<file path="src/rtl/pc_fetch.sv">
// Program counter and fetch sequencer: IDLE/RUN/DONE run control, branch/halt/stall
// handling and a saturating per-run cycle counter. Optional watchdog: PC_FETCH_WATCHDOG_EN.
module pc_fetch #(
    parameter int unsigned PC_W       = 10,
    parameter int unsigned START_ADDR = 0,
    parameter int unsigned CNT_W      = 16,
    parameter int unsigned WDOG_LIMIT = 4096
) (
    input  logic             clk,
    input  logic             reset,
    input  logic             start,
    input  logic             branch,
    input  logic [9:0]       address,
    input  logic             halt_instr,
    input  logic             stall,
    output logic [PC_W-1:0]  pc,
    output logic             running,
    output logic             done,
    output logic [CNT_W-1:0] cycle_count,
    output logic             timeout
);

    localparam logic [PC_W-1:0]  START_PC = PC_W'(START_ADDR);
    localparam logic [CNT_W-1:0] CNT_MAX  = '1;

    // Elaboration-time sanity check on the configuration.
    if (PC_W < 10 || WDOG_LIMIT == 0) begin : g_bad_params
        $error("pc_fetch: PC_W must be >= 10 and WDOG_LIMIT must be nonzero");
    end

    typedef enum logic [1:0] {
        IDLE = 2'd0,
        RUN  = 2'd1,
        DONE = 2'd2
    } state_t;

    state_t           state;
    state_t           state_nxt;
    logic [PC_W-1:0]  pc_nxt;
    logic [CNT_W-1:0] cnt_nxt;

`ifdef PC_FETCH_WATCHDOG_EN
    logic timeout_nxt;
    logic wdog_hit;

    // Compared at 32 bits so a limit wider than the counter simply never fires.
    assign wdog_hit = (32'(cycle_count) == 32'(WDOG_LIMIT - 1));
`endif

    // State and registered outputs.
    always_ff @(posedge clk) begin
        if (!reset) begin
            state       <= IDLE;
            pc          <= START_PC;
            cycle_count <= '0;
            running     <= 1'b0;
            done        <= 1'b0;
`ifdef PC_FETCH_WATCHDOG_EN
            timeout     <= 1'b0;
`endif
        end else begin
            state       <= state_nxt;
            pc          <= pc_nxt;
            cycle_count <= cnt_nxt;
            running     <= (state_nxt == RUN);
            done        <= (state_nxt == DONE);
`ifdef PC_FETCH_WATCHDOG_EN
            timeout     <= timeout_nxt;
`endif
        end
    end

`ifndef PC_FETCH_WATCHDOG_EN
    assign timeout = 1'b0;
`endif

    // Next-state, next-pc and counter logic.
    always_comb begin
        state_nxt = state;
        pc_nxt    = pc;
        cnt_nxt   = cycle_count;
`ifdef PC_FETCH_WATCHDOG_EN
        timeout_nxt = timeout;
`endif
        case (state)
            IDLE: begin
                pc_nxt = START_PC;
                if (start) begin
                    state_nxt = RUN;
                    cnt_nxt   = '0;
`ifdef PC_FETCH_WATCHDOG_EN
                    timeout_nxt = 1'b0;
`endif
                end
            end
            RUN: begin
                if (cycle_count != CNT_MAX) begin
                    cnt_nxt = cycle_count + CNT_W'(1);
                end
                // Stall beats halt beats branch.
                if (stall) begin
                    pc_nxt = pc;
                end else if (halt_instr) begin
                    state_nxt = DONE;
                end else if (branch) begin
                    pc_nxt = PC_W'(address);
                end else begin
                    pc_nxt = pc + PC_W'(1);
                end
`ifdef PC_FETCH_WATCHDOG_EN
                if (wdog_hit && state_nxt == RUN) begin
                    state_nxt   = DONE;
                    timeout_nxt = 1'b1;
                end
`endif
            end
            DONE: begin
                if (start) begin
                    state_nxt = RUN;
                    pc_nxt    = START_PC;
                    cnt_nxt   = '0;
`ifdef PC_FETCH_WATCHDOG_EN
                    timeout_nxt = 1'b0;
`endif
                end
            end
            default: begin
                state_nxt = IDLE;
                pc_nxt    = START_PC;
            end
        endcase
    end

endmodule

</file>
<file path="config.mk">
export PLATFORM = sky130hd
export DESIGN_NAME = pc_fetch
export DESIGN_NICKNAME = d
export VERILOG_FILES = /design/src/rtl/pc_fetch.sv
export SDC_FILE = /design/constraint.sdc
export NUM_CORES = 1
export LEC_CHECK = 0
export ABC_AREA = 1
export BUFFER_PORTS_ARGS = -buffer_cell sky130_fd_sc_hd__clkbuf_2
export CAP_MARGIN = 20
export CORE_MARGIN = 2
export CORE_UTILIZATION = 40
export DETAILED_ROUTE_END_ITERATION = 6
export PLACE_DENSITY = 0.71
export SKIP_LAST_GASP = 1
export SYNTH_ARGS = -nofsm -noshare
export SYNTH_HDL_FRONTEND = slang
export SYNTH_SLANG_ARGS = --single-unit
export TNS_END_PERCENT = 50
</file>
<file path="constraint.sdc">
create_clock -name clk -period 2 [get_ports clk]
set_clock_uncertainty 0.2 [all_clocks]
set_input_delay 0.4 -clock clk [delete_from_list [all_inputs] [get_ports clk]]
set_output_delay 0.4 -clock clk [all_outputs]
set_load 0.05 [all_outputs]
</file>
After elaboration in Yosys (flattened, before gate mapping)
Cells that the tools add are included.
Cells by class
  $add $sub $neg: 2
  multiply operators: 0
  divide/modulo/power cells: 0
  magnitude comparators: 0
  eq/ne operators: 10
  shifts and indexed selects: 0
  mux-type cells: 12
  bitwise operators: 0
  reduce and logical (&&, ||, !) cells: 5
Operators by type and width (count)
  $mux 10: 4
  $mux 16: 2
  $pmux 16 s2: 1
  $pmux 10 s2: 1
  $add 16x1->16 const B: 1
  $ne 16x16->1 const B: 1
  $add 10x1->10 const B: 1
  $ne 2x2->1 const B: 4
  $mux 2: 3
  $reduce_and 3->1: 2
  $eq 2x1->1 const B: 2
  $eq 2x2->1 const B: 2
  $pmux 2 s2: 1
  $logic_not 2->1: 1
  $ne 2x1->1 const B: 1
  $reduce_bool 2->1: 1
  $reduce_or 2->1: 1
Word-level totals
  bits in registers: 30
  bits in latches: 0
  bits in writable memories: 0
  ROM bits: 0
  bits of input ports: 16
  output and inout port bits: 29
  word-level logic and storage cells: 34
  memories: 0

Depth between registers and ports, before layout
  word-level depth: 5
  gate-level depth with buffers: 9
  depth with buffers taken out: 9

Worst setup path before layout
No wires, ideal clock.
  kind: reg2reg
  start point: register cycle_count[0]
  end point: register cycle_count[8]
  setup time: 0.069 ns
  data arrival time: 1.860 ns
  required time: 1.731 ns
  setup slack: -0.129 ns
  cell stages (with the launch flop): 9
  buffers on the path: 1
  clock period less this slack: 2.129 ns
  cell sequence: dfxtp_1 > ha_1 > nand3_4 > nor2_8 > nand4_4 > nand2_2 > buf_6 > nand2_1 > a21oi_2
Between the ends
  cells in the longest elaborated chain, start to end: 3
  elaborated cells on any way between the ends: 6
  those cells by class: add/sub: 1; eq/ne: 2; mux: 2; reduce/logical: 1
RTL lines
  start: declaration: line 19  | output logic [CNT_W-1:0] cycle_count,
  start signal: assignment: line 64  | cycle_count <= cnt_nxt;
  $add 16x1->16 / $ne 16x16->1 (equally long branches): line 98, 97
  $mux 16 / $ne 2x2->1 (equally long branches)
  $pmux 16 s2 / $reduce_and 3->1 (equally long branches)
Parallel ways exist; a longest one is shown, timed or not. The select of a mux whose other input is x is not followed.
A chain may end at the register's enable or synchronous reset.

Worst setup path after layout
  start point: register cycle_count[0]
  end point: register cycle_count[13]
Same word-level chain as after synthesis.

==> impl_summary.log <==
[metrics] Clk network pwr share: 0.353
[metrics] final worst path period need: 1840 ps
[metrics] initial drt markers: 71
[metrics] static leakage power: 0.00102 µW
[metrics] CTS Root Cell: clkbuf_8
[metrics] Setup crit end kind: flop
[metrics] initial antenna violation count: 0
[metrics] layout cells sized above 1: 0.225
[metrics] Total GRT Usage: 0.190
[metrics] Min-Delay Endpoint: done
[metrics] Resized cells post-CTS: 0
[metrics] Worst Min Path Start: halt_instr
[metrics] number of optimization iterations in the first detailed-route pass: 4
[metrics] Min-Delay Path Depth: 3
[metrics] final setup fails: 0
[metrics] required time reported for the critical path endpoint: 2010 ps
[metrics] cell type with the highest aggregate area in the netlist: dfxtp_1
[metrics] cell area after layout: 2230 µm²
[metrics] endpoint arrival time on the critical path: 1850 ps
[metrics] number of DRC violations after detailed routing: 0
[metrics] Period Utilization, post-route: 0.922
[metrics] type of origin of the critical path: flop
[metrics] primary flip-flop cell chosen by synthesis mapping: dfxtp_1
[metrics] Internal Pwr Total: 910 µW
[metrics] count of vias placed by the detailed router: 1983
[metrics] top cells by area in the synthesized netlist: dfxtp_1 33%, nand2_1 15%, nor2_1 9.8%
[metrics] maximum fanout along the worst path: 12
[metrics] number of register bits inferred by synthesis: 30
[metrics] Vert. Die Dim: 71.7 µm
[metrics] horizontal die dimension: 71.7 µm
[metrics] final worst slack: 156 ps
[metrics] GR met1 Demand/Resource: 0.226
[metrics] Power Total: 1260 µW
[metrics] number of distinct library cells after synthesis: 31
[metrics] top cell type's share of synthesized area: 0.328
[metrics] FF-to-FF setup slack: 160 ps
[metrics] result of the run: finished, final reports clean
[metrics] Most Used Layer, Global Route: met2
[metrics] drt wl/cell: 11.5 µm
[metrics] depth of the CTS H-tree: 2
[metrics] Sw Ratio: 0.279
[metrics] Post-Place Cells: 383
[metrics] total nets after synthesis: 302
[metrics] Max IR drop VDD: 0.211 mV
[metrics] maximum root-to-sink buffer count: 2
[metrics] cell count after synthesis: 284
[metrics] synthesized area divided by synthesized cell count: 6.45 µm²
[metrics] met3 track demand over resource in global routing: 0.0534
[metrics] Final Hold Vio Count: 0
[metrics] total negative slack for setup checks: 0 ps
[metrics] pre-CTS setup slack: 169 ps
[metrics] Clk Latency, worst-skew pair: 280 ps
[metrics] IO Pins: 45
[metrics] number of warnings reported in the yosys synthesis log: 0
[metrics] number of enable flip-flop cells after synthesis: 0
[metrics] pin count of the biggest net entering global routing: 17
[metrics] effective utilization at floorplan: 0.418
[metrics] Clock Sink Count: 30
[metrics] routed vias/inst: 5.08
[metrics] Setup Fix Bufs, Post-CTS: 0
[metrics] total count of max-transition violations in the final report: 0
[metrics] number of nets in the layout: 356
[metrics] critical path class: reg2reg
[metrics] TritonCTS clock tree: done
[metrics] antenna fix cells: 0
[metrics] vias in the first global route: 1801
[metrics] number of buffers added by the clock tree synthesis step: 5
[metrics] total wire length after detailed routing: 4500 µm
[metrics] total of buffers placed on input and output ports: 43
[metrics] post-DP HPWL: 3410 µm
[metrics] final std cells w/o fill: 390
[metrics] global-route congestion overflow total: 0
[metrics] source of the worst register-to-register timing path: cycle_count[0]
[metrics] unrepaired setup endpoints after global routing: no
[metrics] combinational group share of total power: 0.150
[metrics] post-cts hold buffer count: 0
[metrics] met2 track utilization from global routing: 0.328
[metrics] Cell Area, Synth: 1830 µm²
[metrics] Hold/Removal Path Class: in2reg
[metrics] first-pass GRT wire length: 7800 µm
[metrics] proportion of synthesized chip area in sequential cells: 0.328
[metrics] area of the die: 5130 µm²
[metrics] site row count: 24
[metrics] Max Cap Viol: 0
[metrics] power per standard cell area: 565 nW/µm²
[metrics] area grow syn2layout: 22.0%
[metrics] Final GP Congestion: 0.904
[metrics] proportion of register bits with asynchronous set or reset after synthesis: 0
[metrics] clock edge transition at the registers on the reported setup and hold paths: 60 ps
[metrics] Sw Pwr: 352 µW
[metrics] cell area after placement: 2160 µm²
[metrics] remaining antenna violation count: 0
[metrics] core area: 4380 µm²
[metrics] FF-to-FF path depth: 7
[metrics] terminus of the critical flop-to-flop path: cycle_count[13]
[metrics] Fmax: 542 MHz
[metrics] sequential share of power: 0.497
## sequential cells by signal (all words and copies together) (netlist names)
register,count
cycle_count,16
running,1
state,2
pc,10
done,1
## worst max-delay path by stage
stage	to	slack [ps]	start
3_3_place_gp	cycle_count[13]	200	cycle_count[0]
4_1_cts	cycle_count[13]	150	cycle_count[0]
5_1_grt	cycle_count[3]	10	cycle_count[1]
6_report	cycle_count[13]	160	cycle_count[0]
2_1_floorplan	cycle_count[8]	70	cycle_count[3]
3_5_place_dp	cycle_count[13]	170	cycle_count[0]
## worst max-delay path: stages (launching register included)
cell	delay, ps
dfxtp_2	360
ha_1	250
nand3_4	110
nor2_8	170
nand4_4	190
nand2_2	260
nand2_1	100
o21ai_0	130
## layout by cell type, fill, tap and decap left out, drive strengths merged
cell type and instances:
nand2 75, nor2 52, clkbuf 50, nand3 32
dfxtp 30, inv 26, a21oi 23, buf 13
o21ai 10, nand4 7, nand3b 3, xnor2 3
xor2 3, nor3 3, a211oi 2, o21bai 2
ha 2, clkinv 1, conb 1
## metrics by stage
step / utilization / hold WS [ps]
2_1_floorplan: - / 317
3_3_place_gp: 0.492 / 290
3_5_place_dp: 0.492 / 292
4_1_cts: 0.509 / 269
5_1_grt: 0.509 / 287
6_report: 0.509 / 276
## cell usage after synthesis (all sizes together) (3+ instances only)
cell type	instances
xnor2	3
inv	26
xor2	3
clkbuf	4
nor3	3
nand2	75
nor2	52
nand3b	3
dfxtp	30
nand3	32
a21oi	23
o21ai	10
nand4	7
buf	5
## routing by layer
layer / wire length (µm) / up-vias
met2: 2160 / 60
li1: - / 1025
met3: 311 / 6
met4: 54 / 0
met5: 0 / -
met1: 1970 / 892
## area by class of cell
cell class / instances / area (µm²)
clock buffer: 7 / 76.3
fill: 464 / 2150
inverter: 27 / 101
multi-input combinational: 218 / 1070
sequential: 30 / 603
tap: 52 / 65.1
timing repair buffer: 56 / 313
## power groups by stage
stage	combinational [µW]	clock, µW	sequential [µW]
after floorplan	97.9	0	672
after global placement	188	0	639
after detailed placement	191	0	640
after CTS	192	462	627
after global routing	209	486	629
final	190	446	627
## kinds of logic after synthesis
family                   synth area share
other                             0.00205
buffers and inverters              0.0847
adder cells (fa/ha/maj)            0.0137
flip-flops                          0.328
XOR/XNOR                           0.0287
AND/OR/NAND/NOR                     0.430
AO/OA/AOI/OAI                       0.113
No activity file was read; power rests on OpenSTA's default activity.
